[src/rtl/alu_writeback.sv]
// Writeback/commit stage after the ez8 ALU: commits accumulator, flags and register-file writes,
// tracks skip-squash and interrupt enable. Optional macro ALU_WB_SHADOW_EN adds interrupt shadow registers.
module alu_writeback #(
  parameter int ADDR_WIDTH = 8
) (
  input  logic                  clk,
  input  logic                  reset,
  input  logic                  stall,
  input  logic                  ex_valid,
  input  logic [ADDR_WIDTH-1:0] ex_addr,
  input  logic [7:0]            alu_result,
  input  logic                  accum_write,
  input  logic                  reg_write,
  input  logic                  z_write,
  input  logic                  c_write,
  input  logic                  zout,
  input  logic                  cout,
  input  logic                  retint,
  input  logic                  skip,
  input  logic                  int_enter,
  input  logic [ADDR_WIDTH-1:0] rd_addr,
  input  logic [7:0]            rf_rdata,
  output logic [7:0]            regvalue,
  output logic [7:0]            accum,
  output logic                  z_flag,
  output logic                  c_flag,
  output logic                  rf_we,
  output logic [ADDR_WIDTH-1:0] rf_waddr,
  output logic [7:0]            rf_wdata,
  output logic                  squash,
  output logic                  int_en
);

  logic       accept;
  logic       kill;
  logic       restore;
  logic [7:0] shadow_accum;
  logic       shadow_z;
  logic       shadow_c;

  assign accept = ex_valid && !stall && !squash;
  assign kill   = ex_valid && !stall && squash;

  // The register file writes at the end of the cycle after commit, so this covers that one read.
  assign regvalue = (rf_we && rd_addr == rf_waddr) ? rf_wdata : rf_rdata;

`ifdef ALU_WB_SHADOW_EN
  assign restore = accept && retint;

  // Capture uses pre-edge values and ignores stall, matching the interrupt vector timing.
  always_ff @(posedge clk or posedge reset) begin
    if (reset) begin
      shadow_accum <= 8'h00;
      shadow_z     <= 1'b0;
      shadow_c     <= 1'b0;
    end else if (int_enter) begin
      shadow_accum <= accum;
      shadow_z     <= z_flag;
      shadow_c     <= c_flag;
    end
  end
`else
  assign restore      = 1'b0;
  assign shadow_accum = 8'h00;
  assign shadow_z     = 1'b0;
  assign shadow_c     = 1'b0;
`endif

  always_ff @(posedge clk or posedge reset) begin
    if (reset) begin
      accum    <= 8'h00;
      z_flag   <= 1'b0;
      c_flag   <= 1'b0;
      rf_we    <= 1'b0;
      rf_waddr <= '0;
      rf_wdata <= 8'h00;
      squash   <= 1'b0;
      int_en   <= 1'b0;
    end else begin
      // Single-cycle pulse: dropped on every edge that is not an accepted register write.
      rf_we <= accept && reg_write;
      if (accept && reg_write) begin
        rf_waddr <= ex_addr;
        rf_wdata <= alu_result;
      end

      if (restore) begin
        accum  <= shadow_accum;
        z_flag <= shadow_z;
        c_flag <= shadow_c;
      end else if (accept) begin
        if (accum_write) accum  <= alu_result;
        if (z_write)     z_flag <= zout;
        if (c_write)     c_flag <= cout;
      end

      // A killed instruction cannot set squash again, so skips never chain.
      if (accept && skip)
        squash <= 1'b1;
      else if (kill)
        squash <= 1'b0;

      if (int_enter)
        int_en <= 1'b0;
      else if (accept && retint)
        int_en <= 1'b1;
    end
  end

endmodule
[config.mk]
export PLATFORM = sky130hd
export DESIGN_NAME = alu_writeback
export DESIGN_NICKNAME = d
export VERILOG_FILES = /design/src/rtl/alu_writeback.sv
export SDC_FILE = /design/constraint.sdc
export NUM_CORES = 1
export LEC_CHECK = 0
export CORE_MARGIN = 2
export CORE_UTILIZATION = 36
export CTS_CLUSTER_DIAMETER = 100
export DETAILED_ROUTE_END_ITERATION = 10
export PLACE_DENSITY = 0.87
export SYNTH_ARGS = -nofsm -noshare
export SYNTH_HDL_FRONTEND = slang
export SYNTH_SLANG_ARGS = --single-unit
[constraint.sdc]
create_clock -name clk -period 2.4 [get_ports clk]
set_clock_uncertainty 0.1 [all_clocks]
set_input_delay 0.36 -clock clk [delete_from_list [all_inputs] [get_ports clk]]
set_output_delay 0.36 -clock clk [all_outputs]
set_load 0.02 [all_outputs]
Word level (Yosys, flattened, before mapping):

Index checks and enable logic that the tools add are counted.

* input bits: 45
* ROM bits: 0
* flip-flop bits (word level): 29
* logic and storage cells: 28
* memory bits (writable): 0
* bits in latches: 0
* output and inout port bits: 37
* memories: 0

* shift-type cells: 0
* mux-type cells: 5
* multipliers: 0
* eq/ne operators: 1
* reductions and logical operators: 14
* order comparisons: 0
* div/mod/pow operators: 0
* bitwise logic cells: 0
* $add $sub $neg: 0

Operators with widths (number)
* $eq A8 B8 Y1: 1
* $mux W8: 1
* $logic_and A1 B1 Y1: 7
* $reduce_and A2 Y1: 3
* $mux W1: 4
* $reduce_bool A2 Y1: 2
* $logic_not A1 Y1: 2

Logic depth before layout (Yosys ltp):

Gate-level depths: netlist (run 1).

* depth after elaboration: 6
* gate-level depth with buffers: 6
* gate-level depth less buffers: 4

Least setup slack after synthesis (run 1):

Ideal clock, no wire load.

* path kind: flip-flop to output port
* start point: register rf_waddr[0]
* end point: output port regvalue[0]
* data arrival time: 1.507 ns
* buffers on the path: 0
* setup slack: 0.433 ns
* required time: 1.940 ns
* stages on the path, launching flop included: 5
* path through: dfrtp_1 -> xnor2_1 -> nand3_1 -> nor3_4 -> mux2_2

* word-level cells in the longest chain between the ends: 3

RTL lines
* start: declaration: line 28 `output logic [ADDR_WIDTH-1:0] rf_waddr,`
* start signal: assignment: line 83 `rf_waddr <= ex_addr;`
* $eq A8 B8 Y1: line 45 `assign regvalue = (rf_we && rd_addr == rf_waddr) ? rf_wdata : rf_rdata;`
* $logic_and A1 B1 Y1: line 45
* $mux W8: line 45
* end: declaration: line 23 `output logic [7:0] regvalue,`

No other way between the ends.

Worst setup path in the final report (run 1):

* start point: input port rd_addr[0]
* end point: output port regvalue[1]

* word-level cells in the longest chain between the ends: 3

RTL lines
* start: declaration: line 21 `input logic [ADDR_WIDTH-1:0] rd_addr,`
* $eq A8 B8 Y1: line 45
* $logic_and A1 B1 Y1: line 45
* $mux W8: line 45

No other way between the ends.

==> impl_results.md, run 1 <==
* Status: finished, final reports clean
* GRT Overall Usage at 18.25%
* Nets@finish at between 200 and 250
* M1 wire length at roughly 1.3 mm
* Final Cycle Share at 98.86%
* Top Layer Used: met4
* CTS Buf Count at 5
* Mapped Nets at 135
* Crit. path cell count at 7
* Via density at 4.634
* Final Setup Violations at 0
* Post-Syn Instances at 90
* Hold buffer count at CTS at 0
* Max clock buf depth at 2
* Buffers and inverters on the worst path at 3
* IO Pins at 82
* Peak supply drop at 0.0003518 V
* Total power at ~1700 uW
* Relative slew slack at between 70 and 80%
* WL per Instance at 15.35 microns
* Fin crit period at 2.373 ns
* Final Routed Wirelength at 3.485 mm
* Full die area at 4138 sq um
* WL met2 at 1.845 mm
* Ratio of total power to cell area at 752.8 nW/um^2
* Largest net degree at the start of global routing at 30
* CP max FO at 8
* Starting Density at 38.35%
* Total gr overflow at 0
* RSZ-0062 raised after global routing: true
* Maxcap violations at 0
* CTS H-tree lvls at 2
* DRC at 0
* N_diodes at 0
* Worst Path Arrival at 1.91 ns
* Most common cell in the netlist: mux2_2
* Share of the synthesized area in the top cell type at 55.40%
* Cell leakage power at 0.0009881 uW
* Clk slew on worst S/H paths at 0.08 ns
* Met3 wire length at 200 microns
* Final Hold Fails at 0
* GP Congestion at 0.7628
* Skew-Pair Late Insertion Delay at 0.32 ns
* Vias in the first global route at roughly 1200
* DIE WIDTH at 64.33 microns
* WP data required at 1.94 ns
* Ys async rst share at between 90% and 100%
* CTS sink cnt at 29
* Cell Area, Synth at between 1000 and 1500 sq um
* Worst stage delay on the critical path at 0.50 ns
* Crit path launch type: input port
* Final Slew Violations at 0
* CTS root buf: clkbuf_4
* # placed instances at 218
* Layout Cells excl Fill at 227
* Slowest-stage cell, CP: clkdlybuf4s50_1
* Number of DRC markers in iteration 0 at 18
* FP Rows at 21
* CTS tree: yes
* Post-DP HPWL at 2.603 mm
* Area Overhead vs Synth at 76.31%
* Top cells by count, synth: 34 x mux2_2, 29 x dfrtp_1, 8 x xnor2_1
* CP top delay family: buffers and inverters
* Maximum clock rate at about 420 MHz
* Filler instances at 253
* CP Cell Sequence: clkdlybuf4s50_1 -> xnor2_2 -> nand3_2 -> nor3_4 -> buf_12 -> mux2_4 -> buf_6
* Syn_area_per_cell at around 15 sq um
* Share of cells above drive strength 1 at between 30% and 40%
* Top FF cell, synth: dfrtp_1
* CP endpoint kind: output port
* Die Ht at 64.33 microns
* Sequential share of the synthesized area at 55.40%
* Synth Register Bits at 29
* DR vias at 1052
* Antenna violations before repair at 0
* Ys Warns at 0
* Core outline area at 3416 sq um
* Yosys cell types at 17
* Drt pass-1 iters at 3
* Synth top area cells: dfrtp_1 55%, mux2_2 29%, xnor2_1 5.3%, buf_6 1.7%, nor3_4 1.2%
* Hold Crit Class: input port to asynchronous set/reset pin
* Global-route wire length before repair at 5.637 mm
* Fin Setup TNS at 0 ns
* Worst Reg-to-Reg Cells at 3
* EDFF count, synth at 0
* Area leader, netlist: dfrtp_1
* IO Port Bufs at 81
* Slew @ Worst Pin at between 0.4 and 0.5 ns
* WS Path Type: input port to output port
* Post-DRT Antenna Nets at 0
-- power by group --
| group | total, uW | internal, uW | switching, uW |
|---|---|---|---|
| logic | 755 | 436 | 319 |
| registers | 710 | 613 | 96.3 |
| clock network | 274 | 116 | 158 |
| total | 1740 | 1170 | 573 |
-- what timing repair did --
action                                  in CTS  in global routing
endpoints found under the hold margin        0                  0
gates cloned                                 0                  0
gates resized for setup                     60                  5
endpoints found under the setup margin       8                  8
pin swaps                                    6                  5
buffers inserted                             0                  1
-- cell type report --
cell class              instances  area [sq um]  area share, %
multi-input cells              57         603.1          26.11
flip-flops and latches         29         725.7          31.42
well taps                      46         57.56          2.492
repair buffers                 86         870.8          37.70
clock buffers                   8         48.80          2.113
inverters                       1         3.754         0.1625
-- per-stage QoR --
| step | worst slack, ns | cell area [sq um] | hold WS [ns] | util [%] |
|---|---|---|---|---|
| after floorplan | 0.4333 | 1310 | 0.3264 | - |
| after global placement | -0.3860 | 2193 | 0.3864 | 64.21 |
| after detailed placement | -0.4271 | 2193 | 0.4001 | 64.21 |
| after CTS | 0.01770 | 2277 | 0.2926 | 66.67 |
| after global routing | -0.04245 | 2310 | 0.3395 | 67.62 |
| final | 0.02730 | 2310 | 0.3048 | 67.62 |
-- sequential cells by signal (all words and copies together), names as in the netlist --
signal and flops:
z_flag 1, rf_we 1, int_en 1, accum 8, c_flag 1, squash 1
rf_wdata 8, rf_waddr 8
-- worst reg2reg max path, delay by kind of cell (launching register included) --
| family | cells | cell delay [ns] |
|---|---|---|
| simple gates | 2 | 0.56 |
| flops | 1 | 0.43 |
| mux | 1 | 0.39 |
-- cells in the final DEF (no fill, tap or decap), types with 2 or more instances in the layout --
master           synthesis  final
xnor2_1                  8      6
clkbuf_1                 0      3
nand2_1                  4      4
clkdlybuf4s50_1          0     67
mux2_4                   0      8
buf_4                    0      4
and2_1                   2      2
mux2_2                  34     26
buf_6                    2      8
dfrtp_1                 29     29
dlymetal6s2s_1           0      2
xnor2_2                  0      2
dlygate4sd2_1            0      4
clkbuf_4                 0      5
-- worst paths after layout --
| kind | from | end | slack [ns] |
|---|---|---|---|
| setup / recovery | rd_addr[0] | regvalue[1] | 0.03 |
| hold / removal | reset | rf_waddr[7]$_DFFE_PP0P_ | 0.30 |
| setup reg to reg | squash$_DFFE_PP0P_ | accum[3]$_DFFE_PP0P_ | 0.81 |
| hold reg to reg | accum[7]$_DFFE_PP0P_ | accum[7]$_DFFE_PP0P_ | 0.42 |
| max in group asynchronous | reset | z_flag$_DFFE_PP0P_ | 1.63 |
| min in group clk | accum[7]$_DFFE_PP0P_ | accum[7]$_DFFE_PP0P_ | 0.42 |
-- routing by layer --
| layer | vias to the layer above | track usage, % |
|---|---|---|
| met2 | 52 | 30.99 |
| li1 | 489 | - |
| met3 | 13 | 3.521 |
| met4 | 0 | 14.10 |
| met5 | - | 0 |
| met1 | 498 | 19.89 |
-- cell families (layout without fill, tap and decap cells) --
group | after synthesis | in the layout | share of synthesized area [%]
multiplexers | 34 | 34 | 29.23
AO/OA/AOI/OAI | 2 | 2 | 0.7634
XOR/XNOR | 8 | 8 | 5.349
flip-flops | 29 | 29 | 55.40
AND/OR/NAND/NOR | 13 | 13 | 6.876
buffers and inverters | 4 | 95 | 2.387
No activity file was read; power rests on OpenSTA's default activity.
==> inputs of run 2 (changes only) <==
- GPL_TIMING_DRIVEN: default -> 0
==> run 2 against run 1 <==
  * Via count decreased by 0.86%
  * Core utilization decreased by 0.88 points
  * Routed wire length decreased by 5.2%
  * Setup slack got worse by 0.023 ns
  * Final area decreased by 1.3%
  * Power decreased by 1.4%
  * Critical path depth unchanged
  * Sequential cell count unchanged
  * Critical endpoint is now regvalue[3]
  * Largest cell class unchanged
==> impl_results.md, run 2 (synthesis results as in run 1) <==
* Core outline area at 3416 sq um (unchanged)
* Seq pwr share at 41.0% (+0.2 points)
* Net Sw Power at 565.5 uW (-1.3%)
* Cell area after layout at 2280 sq um (-1.3%)
* Post-DP HPWL at 2.582 mm (-0.80%)
* Hold Crit Class: flip-flop to flip-flop
* Placed cell area at 2178 sq um (-0.68%)
* Cell leakage power at 0.0009545 uW (-3.4%)
* Crit path launch type: input port
* Clk slew on worst S/H paths at 0.09 ns (about the same)
* DIE WIDTH at 64.33 microns (unchanged)
* Int Pwr at 1148 uW (-1.5%)
* Number of DRC markers in iteration 0 at 18 (unchanged)
* Final Hold Fails at 0 (unchanged)
* Antenna violations before repair at 0 (unchanged)
* N_diodes at 0 (unchanged)
* Largest net degree at the start of global routing at 30 (unchanged)
* IO Port Bufs at 81 (unchanged)
* CTS tree: yes
* CTS root buf: clkbuf_4
* Commonest non-fill, non-tap cells in the layout: 71 x clkdlybuf4s50_1, 31 x mux2_2, 29 x dfrtp_1
* Slew @ Worst Pin at 1.072 ns (+0.6625 ns)
* Area Overhead vs Synth at 74.02%
* Skew-Pair Late Insertion Delay at 0.32 ns (about the same)
* DRC at 0 (unchanged)
* Clock power share at 16.0% (+0.2 points)
* Full die area at 4138 sq um (unchanged)
* Worst Path Arrival at 1.94 ns (+0.03 ns)
* Slowest-stage cell, CP: clkdlybuf4s50_1
* Switch share at 33.00% (+0.055 points)
* CP endpoint kind: output port
* Vias in the first global route at 1133 (-4.0%)
* Min Hold Slack at 0.4222 ns (+0.1175 ns)
* CTS Buf Count at 5 (unchanged)
* WP data required at 1.94 ns (about the same)
* Starting Density at 38.35% (unchanged)
* CP max FO at 8 (unchanged)
* Total gr overflow at 0 (unchanged)
* Maximum clock rate at 417.3 MHz (-0.98%)
* CTS sink cnt at 29 (unchanged)
* Global-route wire length before repair at 5.319 mm (-5.6%)
* Fin Setup TNS at 0 ns (unchanged)
* # placed instances at 217 (-0.46%)
* Final Routed Wirelength at 3.304 mm (-5.2%)
* Final Slew Violations at 0 (unchanged)
* WS Path Type: input port to output port
* Worst stage delay on the critical path at 0.47 ns (-0.03 ns)
* Relative slew slack at 28.45% (-44 points)
* Buffers and inverters on the worst path at 3 (unchanged)
* FP Rows at 21 (unchanged)
* Status: finished, final reports clean
* Max clock buf depth at 2 (unchanged)
* Nets@finish at 225 (unchanged)
* Die Ht at 64.33 microns (unchanged)
* Final Setup Violations at 0 (unchanged)
* WL per Instance at 14.56 microns (-5.2%)
* CP Cell Sequence: clkdlybuf4s50_1 -> xnor2_1 -> nand3_1 -> nor3_4 -> buf_12 -> mux2_2 -> buf_6
* CTS H-tree lvls at 2 (unchanged)
* Post-DRT Antenna Nets at 0 (unchanged)
* Ratio of total power to cell area at 751.6 nW/um^2 (-0.15%)
* Gate power share at 43.0% (-0.4 points)
* CP top delay family: buffers and inverters
* RSZ-0062 raised after global routing: true
* IO Pins at 82 (unchanged)
* Drt pass-1 iters at 3 (unchanged)
* Maxcap violations at 0 (unchanged)
* Finished Core Util at 66.74% (-0.88 points)
* Hold buffer count at CTS at 0 (unchanged)
* DR vias at 1043 (-0.86%)
* GRT Overall Usage at 17.08% (-1.2 points)
* Via density at 4.595 (-0.86%)
* Largest registers: accum: 8 flops, rf_waddr: 8 flops, rf_wdata: 8 flops
* Fin crit period at 2.396 ns (+0.02348 ns)
* Commonest non-fill, non-tap cell in the layout: clkdlybuf4s50_1
* Layout Cells excl Fill at 227 (unchanged)
* Final Cycle Share at 99.84% (+0.98 points)
* Peak supply drop at 0.0005795 V (+65%)
* GP Congestion at 0.7801 (+2.3%)
* Share of cells above drive strength 1 at 31.49% (-0.55 points)
## run 2: changes by cell type in the layout (fill, tap and decap cells not counted), sizes merged
cell	previous run	this run
clkdlybuf4s50	67	71
dlygate4sd2	4	1
clkbuf	8	6
clkinv	0	2
dlymetal6s2s	2	1
## run 2: final timing paths
kind	start	to	slack, ns	cells past startpoint
max	rd_addr[3]	regvalue[3]	0.004	7
min	accum[1]$_DFFE_PP0P_	accum[1]$_DFFE_PP0P_	0.42	1
max reg2reg	squash$_DFFE_PP0P_	rf_wdata[1]$_DFFE_PP0P_	0.78	5
min reg2reg	accum[1]$_DFFE_PP0P_	accum[1]$_DFFE_PP0P_	0.42	1
max in group asynchronous	reset	rf_wdata[5]$_DFFE_PP0P_	1.05	2
min in group asynchronous	reset	rf_waddr[7]$_DFFE_PP0P_	0.50	2
## run 2: repair_timing
action / in CTS / in global routing
endpoints found under the setup margin: 8 / 8
resized for setup: 50 / 3
pin swaps: 3 / 2
buffers inserted: 1 / 1
## run 2: area by class of cell
cell class,count,area (sq um)
fillers,259,1136
clock buffers,6,41.29
inverters,1,3.754
clock inverters,2,10.01
well taps,46,57.56
repair buffers,83,849.6
plain buffers,3,27.53
multi-input cells,57,564.3
flip-flops and latches,29,725.7
## run 2: power by group through the flow
stage                     logic [uW]  registers [uW]  clock network [uW]
after floorplan                  196             859                   0
after global placement           716             702                   0
after detailed placement         732             715                   0
after CTS                        737             705                 288
after global routing             780             721                 324
final                            738             702                 274
## run 2: through the flow
step	total power (uW)	setup slack [ns]
final	1714	0.003819
after global routing	1825	-0.1048
after CTS	1731	-0.01251
after detailed placement	1447	-0.5201
after global placement	1418	-0.4996
after floorplan	1055	0.4333
## run 2: metal layers
metal	up-vias	track usage [%]	wire length [microns]
met5	-	0	0
met4	0	7.447	82
met3	8	5.810	233
met2	47	29.56	1753
met1	498	18.97	1236
li1	490	-	-
